### config.mk
export PLATFORM = sky130hd
export DESIGN_NAME = dmem_arbiter
export DESIGN_NICKNAME = d
export VERILOG_FILES = /design/src/rtl/dmem_pkg.sv /design/src/rtl/dmem_arbiter.sv
export SDC_FILE = /design/constraint.sdc
export NUM_CORES = 1
export LEC_CHECK = 0
export CAP_MARGIN = 20
export CORE_AREA = 2 2 99 101
export CTS_CLUSTER_SIZE = 25
export DETAILED_ROUTE_END_ITERATION = 10
export DIE_AREA = 0 0 101 103
export HOLD_SLACK_MARGIN = 0.15
export PLACE_DENSITY = 0.74
export SYNTH_ARGS = -nofsm -noshare
export SYNTH_HDL_FRONTEND = slang
export SYNTH_SLANG_ARGS = --single-unit
### constraint.sdc
create_clock -name clk -period 2 [get_ports clk]
set_input_delay 0.4 -clock clk [delete_from_list [all_inputs] [get_ports clk]]
set_output_delay 0.4 -clock clk [all_outputs]
set_load 0.01 [all_outputs]
### src/rtl/dmem_pkg.sv
// Shared types and widths for the Riscv151 data-memory arbiter.
package dmem_pkg;

   localparam int unsigned DMEM_ADDR_W = 14;
   localparam int unsigned DMEM_DATA_W = 32;
   localparam int unsigned WAIT_W      = 8;

   typedef enum logic [1:0] {
      OWN_NONE = 2'd0,
      OWN_CPU  = 2'd1,
      OWN_DMA  = 2'd2
   } owner_t;

   typedef enum logic {
      PRIO_CPU = 1'b0,
      PRIO_DMA = 1'b1
   } arb_state_t;

endpackage

### src/rtl/dmem_arbiter.sv
// Shares the single dmem port between the CPU (fixed priority) and a DMA/loader
// requester; a wait counter promotes a starved DMA request for one grant.
module dmem_arbiter
   import dmem_pkg::*;
#(
   parameter int unsigned ADDR_W   = DMEM_ADDR_W,
   parameter int unsigned DATA_W   = DMEM_DATA_W,
   parameter int unsigned MAX_WAIT = 8
) (
   input  logic              clk,
   input  logic              rst_n,

   input  logic              cpu_req,
   input  logic [3:0]        cpu_we,
   input  logic [ADDR_W-1:0] cpu_addr,
   input  logic [DATA_W-1:0] cpu_wdata,
   output logic              cpu_gnt,
   output logic              cpu_rvalid,
   output logic [DATA_W-1:0] cpu_rdata,

   input  logic              dma_req,
   input  logic [3:0]        dma_we,
   input  logic [ADDR_W-1:0] dma_addr,
   input  logic [DATA_W-1:0] dma_wdata,
   output logic              dma_gnt,
   output logic              dma_rvalid,
   output logic [DATA_W-1:0] dma_rdata,

   output logic              mem_en,
   output logic [3:0]        mem_we,
   output logic [ADDR_W-1:0] mem_addr,
   output logic [DATA_W-1:0] mem_wdata,
   input  logic [DATA_W-1:0] mem_rdata,

   output logic              dma_promoted
);

   localparam logic [WAIT_W-1:0] MAX_WAIT_C = WAIT_W'(MAX_WAIT);

   arb_state_t        state_q, state_d;
   owner_t            rd_owner_q, rd_owner_d;
   logic [WAIT_W-1:0] wait_cnt_q, wait_cnt_d;

   // Same-cycle grants; held off entirely while reset is asserted.
   always_comb begin
      cpu_gnt = rst_n & cpu_req & ((state_q == PRIO_CPU) | ~dma_req);
      dma_gnt = rst_n & dma_req & ((state_q == PRIO_DMA) | ~cpu_req);
   end

   // Memory port mux; all fields zero when nobody is granted.
   always_comb begin
      mem_en    = cpu_gnt | dma_gnt;
      mem_we    = '0;
      mem_addr  = '0;
      mem_wdata = '0;
      if (cpu_gnt) begin
         mem_we    = cpu_we;
         mem_addr  = cpu_addr;
         mem_wdata = cpu_wdata;
      end else if (dma_gnt) begin
         mem_we    = dma_we;
         mem_addr  = dma_addr;
         mem_wdata = dma_wdata;
      end
   end

   // Next state, starvation counter and read-owner tag.
   always_comb begin
      state_d    = state_q;
      wait_cnt_d = '0;
      rd_owner_d = OWN_NONE;

      if (dma_req && !dma_gnt) begin
         wait_cnt_d = (wait_cnt_q < MAX_WAIT_C) ? wait_cnt_q + WAIT_W'(1) : wait_cnt_q;
      end

      case (state_q)
         PRIO_CPU: if (dma_req && !dma_gnt && wait_cnt_d == MAX_WAIT_C) state_d = PRIO_DMA;
         PRIO_DMA: if (dma_gnt || !dma_req) state_d = PRIO_CPU;
         default:  state_d = PRIO_CPU;
      endcase

      if (cpu_gnt && cpu_we == 4'd0) begin
         rd_owner_d = OWN_CPU;
      end else if (dma_gnt && dma_we == 4'd0) begin
         rd_owner_d = OWN_DMA;
      end
   end

   always_ff @(posedge clk or negedge rst_n) begin
      if (!rst_n) begin
         state_q    <= PRIO_CPU;
         wait_cnt_q <= '0;
         rd_owner_q <= OWN_NONE;
      end else begin
         state_q    <= state_d;
         wait_cnt_q <= wait_cnt_d;
         rd_owner_q <= rd_owner_d;
      end
   end

   assign cpu_rvalid   = (rd_owner_q == OWN_CPU);
   assign dma_rvalid   = (rd_owner_q == OWN_DMA);
   assign cpu_rdata    = mem_rdata;
   assign dma_rdata    = mem_rdata;
   assign dma_promoted = (state_q == PRIO_DMA);

endmodule

-- After elaboration in Yosys (flattened, before gate mapping)
Index checks and enable logic that the tools add are counted.
- register bits: 11
- logic and storage cells: 40
- input port bits: 136
- output and inout port bits: 120
- bitwise gates (word level): 10
- reductions and logical operators: 9
- magnitude comparators: 1
- mux-type cells: 13
- add/subtract/negate cells: 1
- equality and inequality tests: 3
- operator list (operator ; count):
    $mux W32 ; 2
    $mux W14 ; 2
    $mux W8 ; 2
    $add A8 B1 Y8 const B ; 1
    $eq A8 B4 Y1 const B ; 1
    $logic_not A4 Y1 ; 2
    $lt A8 B4 Y1 const B ; 1
    $mux W4 ; 2
    $and A1 B1 Y1 ; 4
    $logic_and A1 B1 Y1 ; 4
    $mux W2 ; 2
    $not A1 Y1 ; 3
    $or A1 B1 Y1 ; 3
    $eq A2 B1 Y1 const B ; 1
    $eq A2 B2 Y1 const B ; 1
    $logic_not A1 Y1 ; 2
    $mux W1 ; 2
    $pmux W1 S2 ; 1
    $logic_or A1 B1 Y1 ; 1

-- Depth between registers and ports, before layout
Gate-level depths: netlist of the first run.
- word-level depth: 10
- gate-level depth with buffers: 5
- gate-level depth less buffers: 5

-- Worst setup path before layout of the first run
No wires, ideal clock.
- path kind: register -> output
- start point: register state_q (netlist: dma_promoted)
- end point: output port mem_addr[0]
- data arrival time: 1.335 ns
- path slack: 0.265 ns
- data required time: 1.600 ns
- cell stages (with the launch flop): 5
- buffers on the path: 1
- cells stage by stage: dfrtp_1 o21ai_1 nor2_1 clkbuf_1 a22o_1
- longest elaborated chain between the ends: 4
- elaborated cells on any way between the ends: 7
- classes of those cells: mux (2); bitwise (5)
- ends and longest elaborated chain (item ; line ; text):
    start: declaration ; dmem_arbiter.sv:40 ; arb_state_t state_q, state_d;
    start signal: assignment ; dmem_arbiter.sv:96 ; state_q <= state_d;
    $or A1 B1 Y1 or $not A1 Y1 (tied branches) ; dmem_arbiter.sv:47, dmem_arbiter.sv:46 ;
    $and A1 B1 Y1 or $or A1 B1 Y1 (tied branches) ; dmem_arbiter.sv:47, dmem_arbiter.sv:46 ;
    $mux W14 or $and A1 B1 Y1 (tied branches) ; dmem_arbiter.sv:60, dmem_arbiter.sv:46 ;
    $mux W14 * ; dmem_arbiter.sv:56 ; if (cpu_gnt) begin
    end: declaration ; dmem_arbiter.sv:31 ; output logic [ADDR_W-1:0] mem_addr,
Every way passes the cells marked *; elsewhere a longest branch is shown, timed or not.

-- Worst setup path after layout of the first run
- start point: register state_q (netlist: dma_promoted)
- end point: output port mem_addr[3]
Same word-level chain as after synthesis.

==> flow_summary.json, run 1 <==
{
  "status": "completed",
  "powerDensity_nw_per_um2": 337.2,
  "clock_latency_ps": 240,
  "hold_viol": 0,
  "htreeDepth": 1,
  "place_hpwl_um": 5405,
  "clockBufferDepth": 2,
  "synth-seq-cells": 11,
  "ir_drop_mv": 0.1410,
  "cts_buffers": 3,
  "drt_iter0_markers": 77,
  "synth_top_area_frac": 0.3216,
  "wirelength_um": 7230,
  "slew_violations": 0,
  "crit_path_max_fanout": 8,
  "clock_sinks": 11,
  "vias": 1756,
  "seq_area_frac_synth": 0.1843,
  "hold_path_class": "reg2reg",
  "nFillCells": 1010,
  "die-width_um": 101,
  "stdcell_count": 404,
  "wire_per_inst_um": 17.90,
  "syn_avg_cell_area_um2": 8.488,
  "via_per_inst": 4.347,
  "grt_first_pass_wirelength_um": 9915,
  "finClkSkew_ps": 3.341,
  "area_growth_pct": 98.32,
  "port-buffer-count": 159,
  "dr.pass1.iters": 4,
  "antenna_found_initial": 0,
  "syn_inst": 176,
  "crit_required_ps": 1600,
  "layout_commonest_cell": "clkdlybuf4s50_1",
  "root_buffer": "clkbuf_8",
  "synth_top_area_cell": "buf_4",
  "leakage_nw": 1.370,
  "grt_overflow": 0,
  "setup.worst_path.start_class": "flip-flop",
  "yosysWarnings": 0,
  "cts.clk_slew.worst_paths_ps": 50,
  "start_util": 0.1579,
  "cap_violations": 0,
  "dieArea_um2": 10400,
  "relSlewSlack": 0.7963,
  "ios": 256,
  "final_cell_mix": "clkdlybuf4s50_1 (103), a22o_1 (49), buf_2 (47), dfrtp_1 (10)",
  "synthTopCellsByArea": "buf_4 (32%), a22o_1 (29%), dfrtp_1 (18%)",
  "drc": 0,
  "fp.dieH_um": 103,
  "worstSetupEndpointType": "output port",
  "setup_viol": 0,
  "fin_nets": 428,
  "finalCriticalPeriod_ps": 1970,
  "drive_gt1_frac": 0.3138,
  "path_class": "reg2out",
  "syn-num-nets": 313,
  "gp_congestion": 0.7055,
  "fin_crit_sh": 0.9852,
  "grt.total_usage": 0.1266,
  "yosysUniqueCellTypes": 31,
  "ant_nets": 0,
  "grt_max_degree": 23,
  "first_global_vias": 1769,
  "arrival_ps": 1570,
  "synthesis.area_um2": 1494,
  "total_power_w": 0.0009991,
  "fp-row-count": 36,
  "cts_tree": "done",
  "rsz0062_at_grt": "yes",
  "diodes": 0,
  "fmax_mhz": 507.5,
  "dp_cells": 386,
  "core_area_um2": 9459,
  "tightestPinTransition_ps": 302.8
}
## registers in the layout, summed over array words and instances (netlist names)
signal        flops
rd_owner_q        2
dma_promoted      1
wait_cnt_q        8
## synthesized netlist by cell type
master and n:
a211oi_1 1, a21oi_1 3, a22o_1 50, and2_1 1, and3_1 3, and3_2 1
buf_2 5, buf_4 64, clkbuf_1 5, dfrtp_1 11, ha_1 1, inv_1 2
nand2_1 3, nand2b_1 1, nand3_1 1, nor2_1 5, nor2_2 1, nor2b_1 2
nor3_1 2, nor3b_1 1, nor3b_2 1, nor4_1 2, o211a_1 1, o21ai_0 1
o21ai_1 1, o31ai_1 1, or2_2 1, or4_1 1, or4_4 1, xnor2_1 2
xor2_1 1
## logic make-up (layout without fill, tap and decap cells)
family                   Yosys count  count (layout)  synth area share
AO/OA/AOI/OAI                     58              58            0.3266
AND/OR/NAND/NOR                   27              27            0.1072
buffers and inverters             76             190            0.3559
flip-flops                        11              11            0.1843
adder cells (fa/ha/maj)            1               1          0.008374
XOR/XNOR                           3               3           0.01759
## layer usage
| layer | vias up | GRT usage | part of all wire |
|---|---|---|---|
| met5 | - | 0 | 0 |
| met3 | 21 | 0.02373 | 0.062 |
| met4 | 0 | 0.04158 | 0.024 |
| li1 | 815 | - | - |
| met2 | 103 | 0.2138 | 0.48 |
| met1 | 817 | 0.1632 | 0.43 |
## what timing repair did
| action | 4_1_cts | 5_1_grt |
|---|---|---|
| resized for setup | 225 | 13 |
| setup buffers | 8 | 1 |
| hold endpoints to repair | 0 | 5 |
| hold buffers | 0 | 2 |
| setup endpoints to repair | 53 | 52 |
| gates cloned | 6 | 1 |
| pin swaps | 6 | 8 |
## report_power, final
part | leakage, nW | switching (W) | internal [W]
clock network | 0.0228 | 0.0000846 | 0.000140
registers | 0.150 | 0.00000502 | 0.000227
logic | 1.20 | 0.000192 | 0.000350
total | 1.37 | 0.000282 | 0.000717
## final cells by class
cell class	instances	area, um^2	area share
tap	114	142.6	0.04814
inverter	2	7.507	0.002534
timing repair buffer	184	1760	0.5942
multi-input combinational	89	730.7	0.2466
clock buffer	4	45.04	0.01520
sequential	11	276.5	0.09333
## critical path: stages, from the launching register on
cell and delay, ps:
dfrtp_2 440, o21ai_4 170, nor2_4 90, buf_12 140, buf_16 130, a22o_4 230
buf_6 120
## path summary, 6_finish.rpt
check	startpoint	end	slack (ps)	cells past startpoint
max reg2reg	wait_cnt_q[4]	wait_cnt_q[2]	510	4
min	wait_cnt_q[6]	wait_cnt_q[6]	560	1
max	dma_promoted	mem_addr[3]	30	6
min in group asynchronous	rst_n	dma_promoted	670	3
min reg2reg	wait_cnt_q[6]	wait_cnt_q[6]	560	1
max in group asynchronous	rst_n	rd_owner_q[0]	1200	3
## through the flow
step	hold slack, ps	worst slack [ps]	instance area (um^2)	utilization	TNS, ps
after floorplan	104.4	265.4	1494	-	0
after global placement	525.0	-625.8	2855	0.3019	-27860
after detailed placement	542.9	-643.2	2855	0.3019	-29660
after CTS	220.4	-66.52	2958	0.3127	-324.9
after global routing	585.8	-34.99	2963	0.3132	-46.56
final	562.8	29.52	2963	0.3132	0
No activity file was read; power rests on OpenSTA's default activity.
==> run 2: changes to the inputs <==
CTS_BUF_LIST = sky130_fd_sc_hd__clkbuf_4 sky130_fd_sc_hd__clkbuf_8   (was default)
==> flow_summary.json, run 2 (synthesis results as in run 1) <==
{
  "post-route-util": 0.3136,
  "ant_nets": 0,
  "drc": 0,
  "drive_gt1_frac": 0.3172,
  "setup.worst_path.start_class": "flip-flop",
  "grt.total_usage": 0.1266,
  "nFillCells": 1010,
  "gp_congestion": 0.7055,
  "hold_path_class": "reg2reg",
  "rsz0062_at_grt": "yes",
  "port-buffer-count": 159,
  "diodes": 0,
  "vias": 1756,
  "clockBufferDepth": 2,
  "dpl_cell_area_um2": 2855,
  "fin_nets": 428,
  "cts_buffers": 3,
  "crit_path_max_fanout": 8,
  "clock_sinks": 11,
  "layout_commonest_cell": "clkdlybuf4s50_1",
  "tns_ps": 0,
  "hold_viol": 0,
  "dieArea_um2": 10400,
  "final_cell_mix": "clkdlybuf4s50_1 (103), a22o_1 (49), buf_2 (47), dfrtp_1 (10)",
  "fp.dieH_um": 103,
  "crit_required_ps": 1600,
  "stdcell_count": 404,
  "place_hpwl_um": 5405,
  "wirelength_um": 7229,
  "relSlewSlack": 0.7967,
  "slew_violations": 0,
  "ir_drop_mv": 0.1449,
  "largest_register": "wait_cnt_q",
  "finClkSkew_ps": 3.593,
  "tightestPinTransition_ps": 302.2,
  "fmax_mhz": 507.5,
  "cap_violations": 0,
  "setup_viol": 0,
  "powerDensity_nw_per_um2": 341.3,
  "wire_per_inst_um": 17.89,
  "worstSetupEndpointType": "output port",
  "ios": 256,
  "start_util": 0.1579,
  "grt_first_pass_wirelength_um": 9915,
  "place_ws_ps": -643.2,
  "cts_tree": "done",
  "dr.pass1.iters": 4,
  "finalWorstSetupSlack_ps": 29.62,
  "largest_reg_flops": 8,
  "finalCriticalPeriod_ps": 1970,
  "grt_overflow": 0,
  "fin_crit_sh": 0.9852,
  "arrival_ps": 1570,
  "clock_latency_ps": 240,
  "core_area_um2": 9459,
  "dp_cells": 386,
  "antenna_found_initial": 0,
  "die-width_um": 101,
  "cts.clk_slew.worst_paths_ps": 50,
  "fp-row-count": 36,
  "final_area_um2": 2967,
  "root_buffer": "clkbuf_8",
  "drt_iter0_markers": 74,
  "status": "completed",
  "htreeDepth": 1,
  "first_global_vias": 1769,
  "grt_max_degree": 23,
  "area_growth_pct": 98.58,
  "leakage_nw": 1.373,
  "via_per_inst": 4.347,
  "path_class": "reg2out"
}
-- run 2: cell counts in the layout (fill, tap and decap cells not counted) --
Identical to the previous run, type by type.
-- run 2: repair_timing --
action / CTS / global route
gates cloned: 6 / 1
pin swaps: 6 / 8
hold buffers: 0 / 2
setup endpoints to repair: 53 / 52
buffers inserted: 8 / 1
resized for setup: 225 / 13
endpoints found under the hold margin: 0 / 5
-- run 2: per-layer routing --
| metal | vias up | part of all wire | global-route usage |
|---|---|---|---|
| li1 | 815 | - | - |
| met1 | 817 | 0.43 | 0.1632 |
| met2 | 103 | 0.48 | 0.2138 |
| met3 | 21 | 0.062 | 0.02373 |
| met4 | 0 | 0.024 | 0.04158 |
| met5 | - | 0 | 0 |
-- run 2: path summary, 6_finish.rpt --
path | from | slack [ps] | cells after the start | endpoint
max in group asynchronous | rst_n | 1200 | 3 | rd_owner_q[0]
max | dma_promoted | 30 | 6 | mem_addr[3]
min in group asynchronous | rst_n | 670 | 3 | dma_promoted
min | wait_cnt_q[6] | 560 | 1 | wait_cnt_q[6]
max reg2reg | wait_cnt_q[4] | 510 | 4 | wait_cnt_q[2]
min reg2reg | wait_cnt_q[6] | 560 | 1 | wait_cnt_q[6]
-- run 2: final cells by class --
| type | instances | area, um^2 | area share |
|---|---|---|---|
| flip-flops and latches | 11 | 276.5 | 0.09321 |
| clock buffers | 4 | 48.80 | 0.01645 |
| well taps | 114 | 142.6 | 0.04808 |
| repair buffers | 184 | 1760 | 0.5934 |
| multi-input cells | 89 | 730.7 | 0.2463 |
| inverters | 2 | 7.507 | 0.002531 |
-- run 2: through the flow --
| stage | power (W) | hold WS (ps) |
|---|---|---|
| after global routing | 0.001060 | 585.8 |
| after CTS | 0.001019 | 220.0 |
| after global placement | 0.0007589 | 525.0 |
| final | 0.001013 | 562.8 |
| after floorplan | 0.0005057 | 104.4 |
| after detailed placement | 0.0007647 | 542.9 |
-- run 2: power breakdown --
part | total, W | switching [W] | leakage (nW) | internal (W)
logic | 0.000542 | 0.000192 | 1.20 | 0.000350
registers | 0.000232 | 0.00000503 | 0.150 | 0.000227
clock network | 0.000238 | 0.0000845 | 0.0262 | 0.000154
-- run 2: critical path, stage by stage (launching register included) --
cell	delay, ps
dfrtp_2	440
o21ai_4	170
nor2_4	90
buf_12	140
buf_16	130
a22o_4	230
buf_6	120
==> run 3: changes to the inputs <==
PLACE_DENSITY = 0.61   (was 0.74)
==> flow_summary.json, run 3 (synthesis results as in run 1) <==
{
  "wirelength_um": 7076,
  "port-buffer-count": 159,
  "area_growth_pct": 99.92,
  "dp_cells": 387,
  "arrival_ps": 1620,
  "antenna_found_initial": 0,
  "fp.dieH_um": 103,
  "drive_gt1_frac": 0.2969,
  "leakage_nw": 1.450,
  "start_util": 0.1579,
  "relSlewSlack": 0.8137,
  "core_area_um2": 9459,
  "violations": "negative setup slack",
  "status": "complete, but fails checks",
  "stdcell_count": 407,
  "drc": 0,
  "fin_crit_sh": 1.008,
  "path_class": "reg2out",
  "setup_viol": 4,
  "grt.total_usage": 0.1154,
  "crit_required_ps": 1600,
  "finalCriticalPeriod_ps": 2016,
  "first_global_vias": 1634,
  "largest_reg_flops": 8,
  "fmax_mhz": 496.0,
  "grt_overflow": 0,
  "ios": 256,
  "clock_latency_ps": 240,
  "slew_violations": 0,
  "wire_per_inst_um": 17.39,
  "layout_commonest_cell": "clkdlybuf4s50_1",
  "cap_violations": 0,
  "final_cell_mix": "clkdlybuf4s50_1 (103), a22o_1 (50), buf_2 (37), dfrtp_1 (11)",
  "root_buffer": "clkbuf_8",
  "finClkSkew_ps": 3.956,
  "powerDensity_nw_per_um2": 335.8,
  "hold_path_class": "reg2reg",
  "largest_register": "wait_cnt_q",
  "dieArea_um2": 10400,
  "htreeDepth": 1,
  "grt_max_degree": 24,
  "dr.pass1.iters": 4,
  "cts_tree": "done",
  "fp-row-count": 36,
  "grt_first_pass_wirelength_um": 9149,
  "vias": 1712,
  "tightestPinTransition_ps": 276.9,
  "hold-worst-slack_ps": 555.4,
  "setup.worst_path.start_class": "flip-flop",
  "ant_nets": 0,
  "tns_ps": -29.95,
  "clockBufferDepth": 2,
  "cts.clk_slew.worst_paths_ps": 50,
  "fin_nets": 431,
  "ir_drop_mv": 0.1750,
  "crit_path_max_fanout": 7,
  "drt_iter0_markers": 46,
  "die-width_um": 101,
  "gp_congestion": 0.7500,
  "place_hpwl_um": 5066,
  "cts_buffers": 3,
  "finalWorstSetupSlack_ps": -16.11,
  "clock_sinks": 11,
  "rsz0062_at_grt": "yes",
  "hold_viol": 0,
  "via_per_inst": 4.206,
  "worstSetupEndpointType": "output port",
  "diodes": 0,
  "place_ws_ps": -611.4
}
[run 3: cell types whose count changed in the layout (fill, tap and decap cells not counted), moves of 2 or more]
cell | before | now
buf_4 | 7 | 9
buf_2 | 47 | 37
buf_12 | 7 | 4
clkbuf_16 | 1 | 3
dlygate4sd2_1 | 1 | 3
dlymetal6s2s_1 | 0 | 5
buf_6 | 7 | 9
clkbuf_2 | 2 | 8
[run 3: final timing paths]
path,slack (ps),from,to,depth (start not counted)
worst max register to register,510,wait_cnt_q[4],wait_cnt_q[2],4
worst max-delay path,-20,dma_promoted,mem_wdata[19],8
max in group asynchronous,1190,rst_n,rd_owner_q[0],3
worst min register to register,560,wait_cnt_q[7],wait_cnt_q[7],1
min in group asynchronous,660,rst_n,dma_promoted,3
worst min-delay path,560,wait_cnt_q[7],wait_cnt_q[7],1
[run 3: per-stage QoR]
step,instance area [um^2],util,power [W]
after floorplan,1494,-,0.0005057
after global placement,2863,0.3026,0.0007597
after detailed placement,2863,0.3026,0.0007611
after CTS,2902,0.3067,0.0009962
after global routing,2987,0.3157,0.001058
final,2987,0.3157,0.001003
[run 3: worst max-delay path, cell delays in order (launching register included)]
cell and delay (ps):
dfrtp_1 390, o21ai_1 120, buf_4 130, nor2_4 50
buf_6 130, buf_16 140, buf_6 110, a22o_1 180
buf_6 130
[run 3: area by class of cell]
class	instances	area, um^2
well taps	114	142.6
inverters	2	7.507
fillers	1009	6472
flip-flops and latches	11	275.3
multi-input cells	89	708.2
clock buffers	4	48.80
repair buffers	187	1804
[run 3: metal layers]
metal  GRT usage  vias up  wire [um]
met3     0.03051       20        560
met5           0        -          0
met4     0.04054        0        182
met2      0.1949       93       3356
met1      0.1423      777       2976
li1            -      822          -
[run 3: where the power goes]
part           switching, W  total, W  internal (W)
Clock             0.0000846  0.000238      0.000154
Sequential       0.00000481  0.000232      0.000227
Combinational      0.000185  0.000533      0.000348
Total              0.000275   0.00100      0.000728
[run 3: timing repair]
item / CTS / global route
gates cloned: 4 / 4
buffers inserted: 8 / 0
pin swaps: 4 / 11
gates resized for setup: 176 / 28
endpoints found under the setup margin: 53 / 37
hold endpoints to repair: 0 / 11
hold buffers: 0 / 1
